**src/rtl/stack_cpu_pkg.sv**
```systemverilog
// Shared definitions for the 8-bit stack-machine CPU control path.
//   state_t   : controller FSM states (4-bit encoding, 10 states used)
//   OPC_*     : 3-bit opcodes carried in IR[7:5]
//   ALU_*     : 2-bit ALU function codes driven on ALUOP
package stack_cpu_pkg;

    typedef enum logic [3:0] {
        ST_IF     = 4'd0,
        ST_ID     = 4'd1,
        ST_POP_A  = 4'd2,
        ST_POP_B  = 4'd3,
        ST_EXEC   = 4'd4,
        ST_WB     = 4'd5,
        ST_MEM_RD = 4'd6,
        ST_PUSH_M = 4'd7,
        ST_MEM_WR = 4'd8,
        ST_JZ     = 4'd9
    } state_t;

    localparam logic [2:0] OPC_ADD  = 3'b000;
    localparam logic [2:0] OPC_SUB  = 3'b001;
    localparam logic [2:0] OPC_AND  = 3'b010;
    localparam logic [2:0] OPC_NOT  = 3'b011;
    localparam logic [2:0] OPC_PUSH = 3'b100;
    localparam logic [2:0] OPC_POP  = 3'b101;
    localparam logic [2:0] OPC_JMP  = 3'b110;
    localparam logic [2:0] OPC_JZ   = 3'b111;

    localparam logic [1:0] ALU_ADD = 2'b00;
    localparam logic [1:0] ALU_SUB = 2'b01;
    localparam logic [1:0] ALU_AND = 2'b10;
    localparam logic [1:0] ALU_NOT = 2'b11;

endpackage

```
**src/rtl/stack_cpu_controller.sv**
```systemverilog
// Multicycle Moore control unit for the 8-bit stack-machine CPU.
// Sequences one instruction at a time and drives every datapath strobe.
//
// Ports:
//   clk, rst        : clock (rising edge), synchronous active-high reset
//   opc[2:0]        : opcode from IR[7:5], consulted only in ID, POP_A, EXEC
//   ALUOP[1:0]      : ALU function (00 add, 01 sub, 10 and, 11 not A)
//   pcWriteUnCond   : unconditional PC load
//   pcWriteCond     : PC load qualified by datapath zero flag
//   IorD            : memory address select (0 PC, 1 IR[4:0])
//   memRead/memWrite: memory strobes (write data = A)
//   IRWrite         : IR load
//   MtoS            : stack input select (0 ALU reg, 1 MDR)
//   push/pop/tos    : stack controls
//   ldA/ldB         : A/B register loads from stack output
//   srcA/srcB       : ALU operand selects (PC / constant 1 when set)
//   pcSrc           : PC source (0 ALU out, 1 IR[4:0])
//   instrDone       : one-cycle pulse in the last state of each instruction
module stack_cpu_controller
    import stack_cpu_pkg::*;
(
    input  logic       clk,
    input  logic       rst,
    input  logic [2:0] opc,
    output logic [1:0] ALUOP,
    output logic       pcWriteUnCond,
    output logic       pcWriteCond,
    output logic       IorD,
    output logic       memRead,
    output logic       memWrite,
    output logic       IRWrite,
    output logic       MtoS,
    output logic       push,
    output logic       pop,
    output logic       tos,
    output logic       ldA,
    output logic       ldB,
    output logic       srcA,
    output logic       srcB,
    output logic       pcSrc,
    output logic       instrDone
);

    state_t state_reg;
    state_t state_next;

    // Set by reset and cleared one cycle after rst is sampled low. It keeps the
    // FSM parked in IF with all strobes quiet for that cycle, so the first
    // fetch strobes appear in the cycle after rst is seen low.
    logic hold_reg;

    always_ff @(posedge clk) begin
        if (rst) begin
            state_reg <= ST_IF;
            hold_reg  <= 1'b1;
        end else begin
            hold_reg <= 1'b0;
            if (!hold_reg) begin
                state_reg <= state_next;
            end
        end
    end

    // Next-state decode
    always_comb begin
        state_next = ST_IF;
        case (state_reg)
            ST_IF:     state_next = ST_ID;
            ST_ID: begin
                case (opc)
                    OPC_JMP:  state_next = ST_IF;
                    OPC_JZ:   state_next = ST_JZ;
                    OPC_PUSH: state_next = ST_MEM_RD;
                    default:  state_next = ST_POP_A;
                endcase
            end
            ST_POP_A: begin
                case (opc)
                    OPC_POP: state_next = ST_MEM_WR;
                    OPC_NOT: state_next = ST_EXEC;
                    default: state_next = ST_POP_B;
                endcase
            end
            ST_POP_B:  state_next = ST_EXEC;
            ST_EXEC:   state_next = ST_WB;
            ST_WB:     state_next = ST_IF;
            ST_MEM_RD: state_next = ST_PUSH_M;
            ST_PUSH_M: state_next = ST_IF;
            ST_MEM_WR: state_next = ST_IF;
            ST_JZ:     state_next = ST_IF;
            default:   state_next = ST_IF;
        endcase
    end

    // Output decode. rst gates the strobes combinationally so that no PC, IR
    // or stack write can occur at the edge where reset is sampled.
    always_comb begin
        ALUOP         = ALU_ADD;
        pcWriteUnCond = 1'b0;
        pcWriteCond   = 1'b0;
        IorD          = 1'b0;
        memRead       = 1'b0;
        memWrite      = 1'b0;
        IRWrite       = 1'b0;
        MtoS          = 1'b0;
        push          = 1'b0;
        pop           = 1'b0;
        tos           = 1'b0;
        ldA           = 1'b0;
        ldB           = 1'b0;
        srcA          = 1'b0;
        srcB          = 1'b0;
        pcSrc         = 1'b0;
        instrDone     = 1'b0;
        if (!(rst || hold_reg)) begin
            case (state_reg)
                ST_IF: begin
                    memRead       = 1'b1;
                    IRWrite       = 1'b1;
                    srcA          = 1'b1;   // PC + 1
                    srcB          = 1'b1;
                    pcWriteUnCond = 1'b1;
                end
                ST_ID: begin
                    tos = 1'b1;             // zero flag for JZ comes from top of stack
                    if (opc == OPC_JMP) begin
                        pcSrc         = 1'b1;
                        pcWriteUnCond = 1'b1;
                        instrDone     = 1'b1;
                    end
                end
                ST_POP_A: begin
                    pop = 1'b1;
                    ldA = 1'b1;
                end
                ST_POP_B: begin
                    pop = 1'b1;
                    ldB = 1'b1;
                end
                ST_EXEC: begin
                    ALUOP = opc[1:0];       // ALU opcodes map directly onto ALUOP
                end
                ST_WB: begin
                    push      = 1'b1;
                    instrDone = 1'b1;
                end
                ST_MEM_RD: begin
                    IorD    = 1'b1;
                    memRead = 1'b1;
                end
                ST_PUSH_M: begin
                    MtoS      = 1'b1;
                    push      = 1'b1;
                    instrDone = 1'b1;
                end
                ST_MEM_WR: begin
                    IorD      = 1'b1;
                    memWrite  = 1'b1;
                    instrDone = 1'b1;
                end
                ST_JZ: begin
                    pcSrc       = 1'b1;
                    pcWriteCond = 1'b1;
                    instrDone   = 1'b1;
                end
                default: begin
                end
            endcase
        end
    end

endmodule

```
**config.mk**
```make
export PLATFORM = sky130hd
export DESIGN_NAME = stack_cpu_controller
export DESIGN_NICKNAME = d
export VERILOG_FILES = /design/src/rtl/stack_cpu_pkg.sv /design/src/rtl/stack_cpu_controller.sv
export SDC_FILE = /design/constraint.sdc
export NUM_CORES = 1
export LEC_CHECK = 0
export BUFFER_PORTS_ARGS = -buffer_cell sky130_fd_sc_hd__clkbuf_2
export CORE_UTILIZATION = 30
export DETAILED_ROUTE_END_ITERATION = 12
export PLACE_DENSITY = 0.55
export SLEW_MARGIN = 0
export SYNTH_ARGS = -nofsm -noshare
export SYNTH_HDL_FRONTEND = slang
export SYNTH_SLANG_ARGS = --single-unit
export TNS_END_PERCENT = 1
```
**constraint.sdc**
```tcl
create_clock -name clk -period 1.7 [get_ports clk]
set_input_delay 0.34 -clock clk [delete_from_list [all_inputs] [get_ports clk]]
set_output_delay 0.34 -clock clk [all_outputs]
set_load 0.02 [all_outputs]
```
# After elaboration in Yosys (flattened, before gate mapping)
# Index checks and enable logic that the tools add are counted.
# op_classes
n_eq_ne	14
n_mux	35
n_reduce_logical	7
# op_table
operator	count
two-way mux 1 bit	27
case mux 4 bit (6 select lines)	1
equality test 4 x 3 -> 1 bit, second input constant	4
equality test 3 bit, second input constant	4
case mux 4 bit (3 select lines)	1
equality test 4 x 2 -> 1 bit, second input constant	2
equality test 4 bit, second input constant	2
case mux 4 bit (2 select lines)	1
OR reduction 2 bit	4
case mux 1 bit (2 select lines)	3
equality test 4 x 1 -> 1 bit, second input constant	1
logical NOT 4 bit	1
two-way mux 2 bit	2
OR reduction 4 bit	1
equality test 3 x 2 -> 1 bit, second input constant	1
logical OR 1 bit	1
# word_totals
ff_bits	5
input_bits	5
output_inout_bits	18
elab_cells	58

# Depth between registers and ports, before layout
# Gate-level depths: netlist (run 1).
# depth
depth_word	4
mapped_depth	6
ltp_nobuf	4

# Worst setup path before layout (run 1)
# No wires, ideal clock.
# synth_timing
path_type	reg2out
startpoint	register hold_reg
endpoint	output port memRead
t_arrival_ns	1.541
required_ns	1.360
slack_ns	-0.181
stages_incl_launch_ff	5
path_buffers	2
cell_sequence	dfxtp_1 > buf_6 > or2_2 > buf_2 > nor4_1
# synth_between
elab_chain_cells	2
# synth_lines
item	line	rtl
from (decl)	stack_cpu_controller.sv:50	logic hold_reg;
from (signal assigned)	stack_cpu_controller.sv:55	hold_reg <= 1'b1;
from (signal assigned)	stack_cpu_controller.sv:57	hold_reg <= 1'b0;
logical OR 1 bit	stack_cpu_controller.sv:115	if (!(rst || hold_reg)) begin
two-way mux 1 bit	stack_cpu_controller.sv:115	
to (decl)	stack_cpu_controller.sv:29	output logic memRead,
# Every way passes these cells.

# Final worst setup path (run 1)
# layout_timing
startpoint	register hold_reg
endpoint	output port pcWriteUnCond
# layout_between
elab_chain_cells	2
# layout_lines
item	line	rtl
logical OR 1 bit	stack_cpu_controller.sv:115	
two-way mux 1 bit	stack_cpu_controller.sv:115	
to (decl)	stack_cpu_controller.sv:26	output logic pcWriteUnCond,
# Every way passes these cells.

==> results.tsv, run 1 <==
stage	metric	value	unit
final_layout	mostFrequentLayoutCells	18 x buf_4, 13 x clkbuf_2, 8 x nor2_1	
clock_tree	clkSinkCount	5	
clock_tree	h-tree-depth	1	
yosys	yosysSeqAreaShare	18.31	%
final_layout	n_antenna_cell	0	
yosys	syn_area_per_cell	7.389	sq um
yosys	synth-seq-cells	5	
min_path	hold_path.class	input port to register	
timing	finalSetupViolations	0	
timing	fmax	598.8	MHz
pwr	p_leak	0.0003303	uW
route	route.detailed.drc	0	
worst_setup_path	crit_type	register to output pin	
worst_setup_path	cp-end-kind	output pin	
final_layout	stdcell_area	800.8	sq um
yosys	synth_top_family_by_area	simple AND/OR/NAND/NOR gates	
timing	fin_crit_sh	98.24	%
grt	grt_max_degree	11	
timing	worst_slew_pin_slew	0.4477	ns
pwr	total_power	416.3	uW
clock_tree	cts_tree	yes	
floorplan	core	1708	sq um
yosys	synthesis.nets	79	
yosys	synthAdderAreaFrac	0	%
timing	fin_ws	0.02990	ns
clock_tree	postCtsSetupBuffers	0	
worst_setup_path	cp_top_family	simple AND/OR/NAND/NOR gates	
worst_setup_path	path_depth	5	
yosys	ys_async_sr_fraction	0	%
timing	maxSlewHeadroom	69.38	%
route	ant_nets	0	
yosys	synth.lib_cells_used.distinct	36	
worst_setup_path	regToRegStartpoint	state_reg[3]	
grt	grt_usage	16.76	%
final_layout	largest_reg_flops	4	
final_layout	final_common_cell	buf_4	
yosys	synth_cells	74	
yosys	syn-cell-area	546.8	sq um
timing	drv_slew	0	
yosys	synth_xor_area_share	3.204	%
route	vias	639	
placement	gp_congestion	0.8351	
clock_tree	clock_tree.buffer_depth	2	
yosys	yosys.area_share.simple	39.36	%
pwr	vdd_drop_max	0.0003896	V
clock_tree	cts_buffers	3	
route	firstDrtPassIters	3	
yosys	synth_edf_count	0	
clock_tree	clockRootBuffer	clkbuf_4	
floorplan	die_h	44.69	um
placement	dpl.cell_count	123	
timing	period_minus_slack	1.670	ns
worst_setup_path	r2r_slack	0.25	ns
timing	hold_viol	0	
floorplan	ios	23	
final_layout	fin_cells	127	
final_layout	final_net_count	108	
placement	pre_cts_ws	0.09036	ns
placement	dp_hpwl	1.155	mm
worst_setup_path	cp_slowest_cell	dfxtp_2	
worst_setup_path	endpoint	pcWriteUnCond	
yosys	synth-main-ff-cell	dfxtp_1	
min_path	hp-start	rst	
timing	clock_skew	0.004360	ns
worst_setup_path	rr_worst_depth	4	
worst_setup_path	reg2reg_to	state_reg[1]	
route	wl	1.496	mm
route	wire_per_inst	11.78	um
flow_run	maxCapViolCount	0	
floorplan	start_util	32.01	%
pwr	cellPowerDensity	519.8	nW/um^2
floorplan	die_w	44.69	um
worst_setup_path	cp_common_cell	nor3_4	
floorplan	dieArea	1997	sq um
clock_tree	insertion_delay	0.24	ns
placement	port_buffers	22	
grt	grt_pass1_wl	2.477	mm
worst_setup_path	worstPathRequired	1.36	ns
route	routed_via_density	5.031	
outcome	status	completed	
final_layout	layout-drive-gt1-share	51.96	%
grt	antenna_found_initial	0	
floorplan	num_rows	15	
yosys	ys_warn_count	0	
route	first_iter_violations	10	
worst_setup_path	crit_start	hold_reg	
timing	grt_setup_unrepaired	yes	
yosys	synth_compound_gate_area_share	23.34	%
timing	whs	0.4073	ns
grt	grt_remaining_overflow	0	
worst_setup_path	start_kind	register	
clock_tree	clk_pin_slew	0.04	ns
grt	grt_pass1_vias	588	
placement	dpl-instance-area	698.2	sq um
worst_setup_path	crit_chain	nor3_4, nand2_2, nor3_4, o21bai_1, buf_4	
worst_setup_path	max_stage_delay	0.33	ns
final_layout	syn2layout_area_growth	46.45	%
yosys	muxShareOfSynthArea	1.831	%
worst_setup_path	arrival	1.33	ns
worst_setup_path	worst-path-buf-inv	1	
worst_setup_path	cp_max_fo	3	
-- timing repair --
| action | 4_1_cts | 5_1_grt |
|---|---|---|
| gates resized for setup | 9 | 26 |
| pin swaps | 0 | 5 |
| hold buffers | 0 | 0 |
| setup endpoints to repair | 14 | 13 |
-- power breakdown --
group | switching [uW] | total (uW) | internal, uW
clock | 48.9 | 138 | 88.7
combinational | 76.0 | 140 | 64.3
sequential | 13.6 | 138 | 125
total | 138 | 416 | 278
-- synth_stat cells (all sizes together) (2+ instances only) --
cell type  count  area, sq um
a2111oi        2        23.77
nand2b         4        25.02
and4           2        18.77
dfxtp          5        100.1
nor4           3        18.77
nor3           6        35.03
o21bai         2        15.01
nand2          4        15.01
or2            2        12.51
xor2           2        17.52
a21oi          5        25.02
o21ai          3        15.01
nor2           9        33.78
buf            9        72.56
-- per-layer routing --
metal,track usage (%),share of wire [%],vias to the layer above
li1,-,-,327
met1,18.83,47,292
met2,30.29,49,20
met3,4.800,4.1,0
met4,5.455,0,0
met5,0,0,-
-- through the flow --
| stage | utilization, % | setup TNS, ns |
|---|---|---|
| final | 46.89 | 0 |
| after global routing | 46.89 | -0.3564 |
| after CTS | 43.88 | -0.001210 |
| after detailed placement | 40.88 | 0 |
| after global placement | 40.88 | 0 |
| after floorplan | - | -0.5793 |
-- how the worst min path moves through the flow --
stage                     to  slack, ns  cells after the start
finish              hold_reg       0.41                      2
CTS                 hold_reg       0.37                      2
global route        hold_reg       0.40                      2
floorplan           hold_reg       0.37                      0
global placement    hold_reg       0.60                      2
detailed placement  hold_reg       0.60                      2
-- worst register-to-register path: stages, from the launching register on --
cell	delay, ns
dfxtp_2	0.37
nand2b_2	0.24
a2111oi_2	0.43
o311ai_0	0.20
o21ai_0	0.12
-- area by class of cell --
cell class | count | area (sq um)
Fill cell | 178 | 907.1
Inverter | 1 | 3.754
Clock buffer | 4 | 26.28
Timing Repair Buffer | 33 | 216.5
Multi-Input combinational cell | 59 | 414.1
Sequential cell | 5 | 108.9
Tap cell | 25 | 31.28
-- cells by family (layout without fill, tap and decap cells) --
family | Yosys count | after routing
buffers and inverters | 10 | 38
AOI/OAI and AO/OA | 18 | 18
and+or+nand+nor | 38 | 38
muxes | 1 | 1
xor gates and xnor gates | 2 | 2
DFF | 5 | 5
Power figures use the tool's default switching activity.
==> run 2, diff against run 1 <==
--- a/config.mk
+++ b/config.mk
@@ -6,9 +6,9 @@
 export NUM_CORES = 1
 export LEC_CHECK = 0
 export BUFFER_PORTS_ARGS = -buffer_cell sky130_fd_sc_hd__clkbuf_2
-export CORE_UTILIZATION = 30
+export CORE_UTILIZATION = 35
 export DETAILED_ROUTE_END_ITERATION = 12
-export PLACE_DENSITY = 0.55
+export PLACE_DENSITY = 0.63
 export SLEW_MARGIN = 0
 export SYNTH_ARGS = -nofsm -noshare
 export SYNTH_HDL_FRONTEND = slang
==> results.tsv, run 2 (synthesis results as in run 1) <==
stage	metric	value	unit
final_layout	syn2layout_area_growth	48.05	%
clock_tree	clock_tree.buffer_depth	2	
clock_tree	postCtsSetupBuffers	0	
pwr	vdd_drop_max	0.0004182	V
timing	fmax	598.9	MHz
grt	grt_pass1_wl	2.387	mm
pwr	internal_power	279.9	uW
clock_tree	insertion_delay	0.24	ns
pwr	power.share.clock	31.6	%
outcome	status	completed	
route	wl	1.480	mm
clock_tree	clkSinkCount	5	
final_layout	layout-drive-gt1-share	55.34	%
route	wire_per_inst	12.54	um
route	first_iter_violations	14	
grt	grt_usage	17.15	%
clock_tree	clockRootBuffer	clkbuf_4	
worst_setup_path	r2r_slack	0.29	ns
timing	drv_slew	0	
timing	clock_skew	0.002407	ns
floorplan	num_rows	13	
grt	grt_pass1_vias	549	
timing	finalSetupViolations	0	
timing	setup_tns	0	ns
route	firstDrtPassIters	4	
worst_setup_path	max_stage_delay	0.41	ns
floorplan	dieArea	1724	sq um
worst_setup_path	cp-end-kind	output pin	
worst_setup_path	start_kind	register	
worst_setup_path	cp_slowest_cell	dfxtp_4	
placement	port_buffers	22	
worst_setup_path	crit_chain	buf_4, nand4_1, a21oi_1, clkbuf_2	
floorplan	die_w	41.53	um
worst_setup_path	worstPathRequired	1.36	ns
pwr	pwr-share-comb	35.2	%
clock_tree	clk_pin_slew	0.04	ns
timing	hold_viol	0	
placement	dpl.cell_count	114	
clock_tree	h-tree-depth	1	
timing	period_minus_slack	1.670	ns
final_layout	n_antenna_cell	0	
grt	grt_max_degree	11	
timing	grt_setup_unrepaired	yes	
route	routed_via_density	5.619	
grt	antenna_found_initial	0	
worst_setup_path	arrival	1.33	ns
pwr	switchingPower	137.1	uW
min_path	hold_path.class	input port to register	
route	ant_nets	0	
timing	worst_slew_pin_slew	0.4238	ns
pwr	p_leak	0.0003375	uW
worst_setup_path	cp_max_fo	9	
pwr	cellPowerDensity	515.2	nW/um^2
route	route.detailed.drc	0	
worst_setup_path	crit_type	register to output pin	
timing	fin_crit_sh	98.23	%
floorplan	core	1383	sq um
floorplan	start_util	39.55	%
final_layout	fin_cells	118	
placement	gp_congestion	0.8417	
final_layout	final_net_count	109	
floorplan	die_h	41.53	um
clock_tree	cts_tree	yes	
flow_run	maxCapViolCount	0	
final_layout	largest_reg_flops	4	
floorplan	ios	23	
placement	dp_hpwl	1.089	mm
clock_tree	cts_buffers	3	
final_layout	mostFrequentLayoutCells	18 x buf_4, 11 x clkbuf_2, 7 x nor2_1	
pwr	sw_frac_of_total	32.88	%
timing	maxSlewHeadroom	71.01	%
final_layout	final_common_cell	buf_4	
route	vias	663	
grt	grt_remaining_overflow	0	
pwr	pwr-share-seq	33.2	%
run 2: final timing paths:
kind	cells after the start	end	startpoint
min reg2reg	2	state_reg[0]	state_reg[0]
min	2	hold_reg	rst
max	4	instrDone	state_reg[0]
max reg2reg	4	state_reg[1]	state_reg[3]
run 2: power groups by stage:
stage	clock network, uW	registers, uW	logic (uW)
global route	146	140	160
CTS	140	136	131
global placement	0	137	125
finish	132	139	147
detailed placement	0	136	127
floorplan	0	130	93.0
run 2: critical path, delay by kind of cell (launching register included):
family                 cells  cell delay, ns
and+or+nand+nor            1            0.16
DFF                        1            0.41
buffers and inverters      2            0.34
AOI/OAI and AO/OA          1            0.18
run 2: timing repair:
action                     in CTS  in global routing
hold buffers                    0                  0
setup endpoints to repair      14                 14
pin swaps                       0                  3
gates resized for setup         9                 28
run 2: final cells by class:
cell class	instances	area (sq um)
fill	135	573.1
multi-input combinational	59	434.2
timing repair buffer	34	215.2
sequential	5	111.4
clock buffer	4	26.28
tap	15	18.77
inverter	1	3.754
run 2: routing by layer:
layer | share of wire [%] | wire length (um) | vias up | GRT usage, %
met3 | 6.6 | 97 | 2 | 3.043
li1 | - | - | 327 | -
met4 | 0.34 | 5 | 0 | 8.387
met5 | 0 | 0 | - | 0
met2 | 51 | 759 | 36 | 27.50
met1 | 42 | 619 | 298 | 21.90
run 2: metrics by stage:
stage / power [uW] / hold WS, ns / worst slack [ns] / utilization (%) / area [sq um]
CTS: 407.3 / 0.3628 / -0.02682 / 54.03 / 747.0
global route: 446.2 / 0.4076 / -0.06515 / 58.55 / 809.5
global placement: 261.5 / 0.6023 / 0.1100 / 50.14 / 693.2
detailed placement: 263.1 / 0.5952 / 0.08138 / 50.14 / 693.2
finish: 417.0 / 0.4007 / 0.03017 / 58.55 / 809.5
floorplan: 223.1 / 0.3677 / -0.1808 / - / 546.8
==> run 3, diff against run 2 <==
--- a/config.mk
+++ b/config.mk
@@ -6,6 +6,7 @@
 export NUM_CORES = 1
 export LEC_CHECK = 0
 export BUFFER_PORTS_ARGS = -buffer_cell sky130_fd_sc_hd__clkbuf_2
+export CORE_ASPECT_RATIO = 1.1
 export CORE_UTILIZATION = 35
 export DETAILED_ROUTE_END_ITERATION = 12
 export PLACE_DENSITY = 0.63
==> results.tsv, run 3 (synthesis results as in run 1) <==
stage	metric	value	unit
final_layout	regArea	103.9	sq um
worst_setup_path	worstPathRequired	1.36	ns
grt	antenna_found_initial	0	
worst_setup_path	cp_max_fo	5	
clock_tree	cts_buffers	3	
floorplan	dieArea	1725	sq um
placement	pre_cts_ws	0.09666	ns
worst_setup_path	start_kind	register	
clock_tree	clk_pin_slew	0.04	ns
final_layout	syn2layout_area_growth	43.48	%
route	firstDrtPassIters	4	
floorplan	num_rows	14	
outcome	status	completed	
placement	dpl.cell_count	115	
pwr	vdd_drop_max	0.0004006	V
route	ant_nets	0	
timing	whs	0.3732	ns
timing	fin_crit_sh	99.03	%
worst_setup_path	r2r_slack	0.29	ns
floorplan	die_h	43.46	um
timing	finalSetupViolations	0	
clock_tree	clkSinkCount	5	
final_layout	fin_cells	121	
final_layout	n_antenna_cell	0	
clock_tree	cts_tree	yes	
grt	grt_pass1_wl	2.235	mm
route	routed_via_density	5.430	
final_layout	final_common_cell	buf_4	
timing	clock_skew	0.0001391	ns
min_path	hold_path.class	input port to register	
placement	port_buffers	22	
timing	hold_viol	0	
clock_tree	h-tree-depth	1	
final_layout	nFillCells	143	
grt	grt_pass1_vias	546	
timing	fin_ws	0.01652	ns
floorplan	die_w	39.69	um
placement	gp_congestion	0.8726	
floorplan	ios	23	
placement	dp_hpwl	1.097	mm
grt	grt_remaining_overflow	0	
timing	drv_slew	0	
pwr	p_leak	0.0003437	uW
timing	grt_setup_unrepaired	yes	
route	wire_per_inst	11.85	um
floorplan	start_util	38.54	%
route	route.detailed.drc	0	
final_layout	largest_reg_flops	4	
timing	period_minus_slack	1.683	ns
final_layout	final_net_count	111	
clock_tree	insertion_delay	0.23	ns
final_layout	multi_input_area	395.4	sq um
final_layout	layout-drive-gt1-share	48.57	%
clock_tree	clock_tree.buffer_depth	2	
clock_tree	cts_hold_buf	0	
clock_tree	clockRootBuffer	clkbuf_4	
route	vias	657	
final_layout	finish.utilization	55.29	%
timing	fmax	594.0	MHz
route	wl	1.434	mm
grt	grt_max_degree	11	
timing	maxSlewHeadroom	72.58	%
timing	worst_slew_pin_slew	0.4009	ns
grt	grt_usage	17.75	%
worst_setup_path	arrival	1.34	ns
worst_setup_path	crit_type	register to output pin	
floorplan	core	1419	sq um
worst_setup_path	cp-end-kind	output pin	
flow_run	maxCapViolCount	0	
final_layout	mostFrequentLayoutCells	17 x buf_4, 16 x clkbuf_2, 8 x nor2_1	
route	first_iter_violations	9	
pwr	cellPowerDensity	519.0	nW/um^2
[run 3: cell types whose count changed in the layout (fill, tap and decap cells not counted), moves of 2 or more]
cell | previous run | this run
buf_6 | 0 | 2
dfxtp_1 | 0 | 2
clkbuf_2 | 11 | 16
nor2_2 | 2 | 0
buf_2 | 5 | 1
nor4_1 | 1 | 3
dfxtp_4 | 2 | 0
[run 3: where the power goes]
group / internal (uW) / switching (uW)
registers: 125 / 10.4
logic: 64.6 / 76.5
clock network: 88.3 / 42.2
total: 278 / 129
[run 3: layout make-up]
class | count | share of cell area, %
multi-input combinational | 59 | 50.40
timing repair buffer | 36 | 29.98
sequential | 5 | 13.24
clock buffer | 4 | 3.349
tap | 16 | 2.552
inverter | 1 | 0.4785
[run 3: worst paths after layout]
check,startpoint,end,depth (start not counted)
hold / removal,rst,hold_reg,2
setup reg to reg,state_reg[3],state_reg[1],4
setup / recovery,state_reg[2],pcSrc,4
hold reg to reg,state_reg[0],state_reg[0],2
[run 3: metal layers]
layer	routed length, um	share of wire, %	GRT usage [%]	vias up
met1	669	47	22.04	297
met4	0	0	4.138	0
li1	-	-	-	335
met2	688	48	30.82	25
met3	77	5.4	3.077	0
met5	0	0	0	-
[run 3: per-stage QoR]
| stage | TNS (ns) | power, uW | instance area (sq um) |
|---|---|---|---|
| finish | 0 | 407.2 | 784.5 |
| global route | -0.06366 | 435.8 | 784.5 |
| CTS | -0.01655 | 403.2 | 743.2 |
| detailed placement | 0 | 261.2 | 694.4 |
| global placement | 0 | 259.9 | 694.4 |
| floorplan | -0.5793 | 223.1 | 546.8 |
[run 3: critical path: stages, from the launching register on]
cell      delay [ns]
dfxtp_1         0.34
nand2b_1        0.16
or2_2           0.29
a21oi_1         0.16
buf_4           0.16
[run 3: repair_timing]
action | 4_1_cts | 5_1_grt
endpoints found under the setup margin | 11 | 10
buffers inserted | 0 | 2
pin swaps | 2 | 5
gates resized for setup | 9 | 14
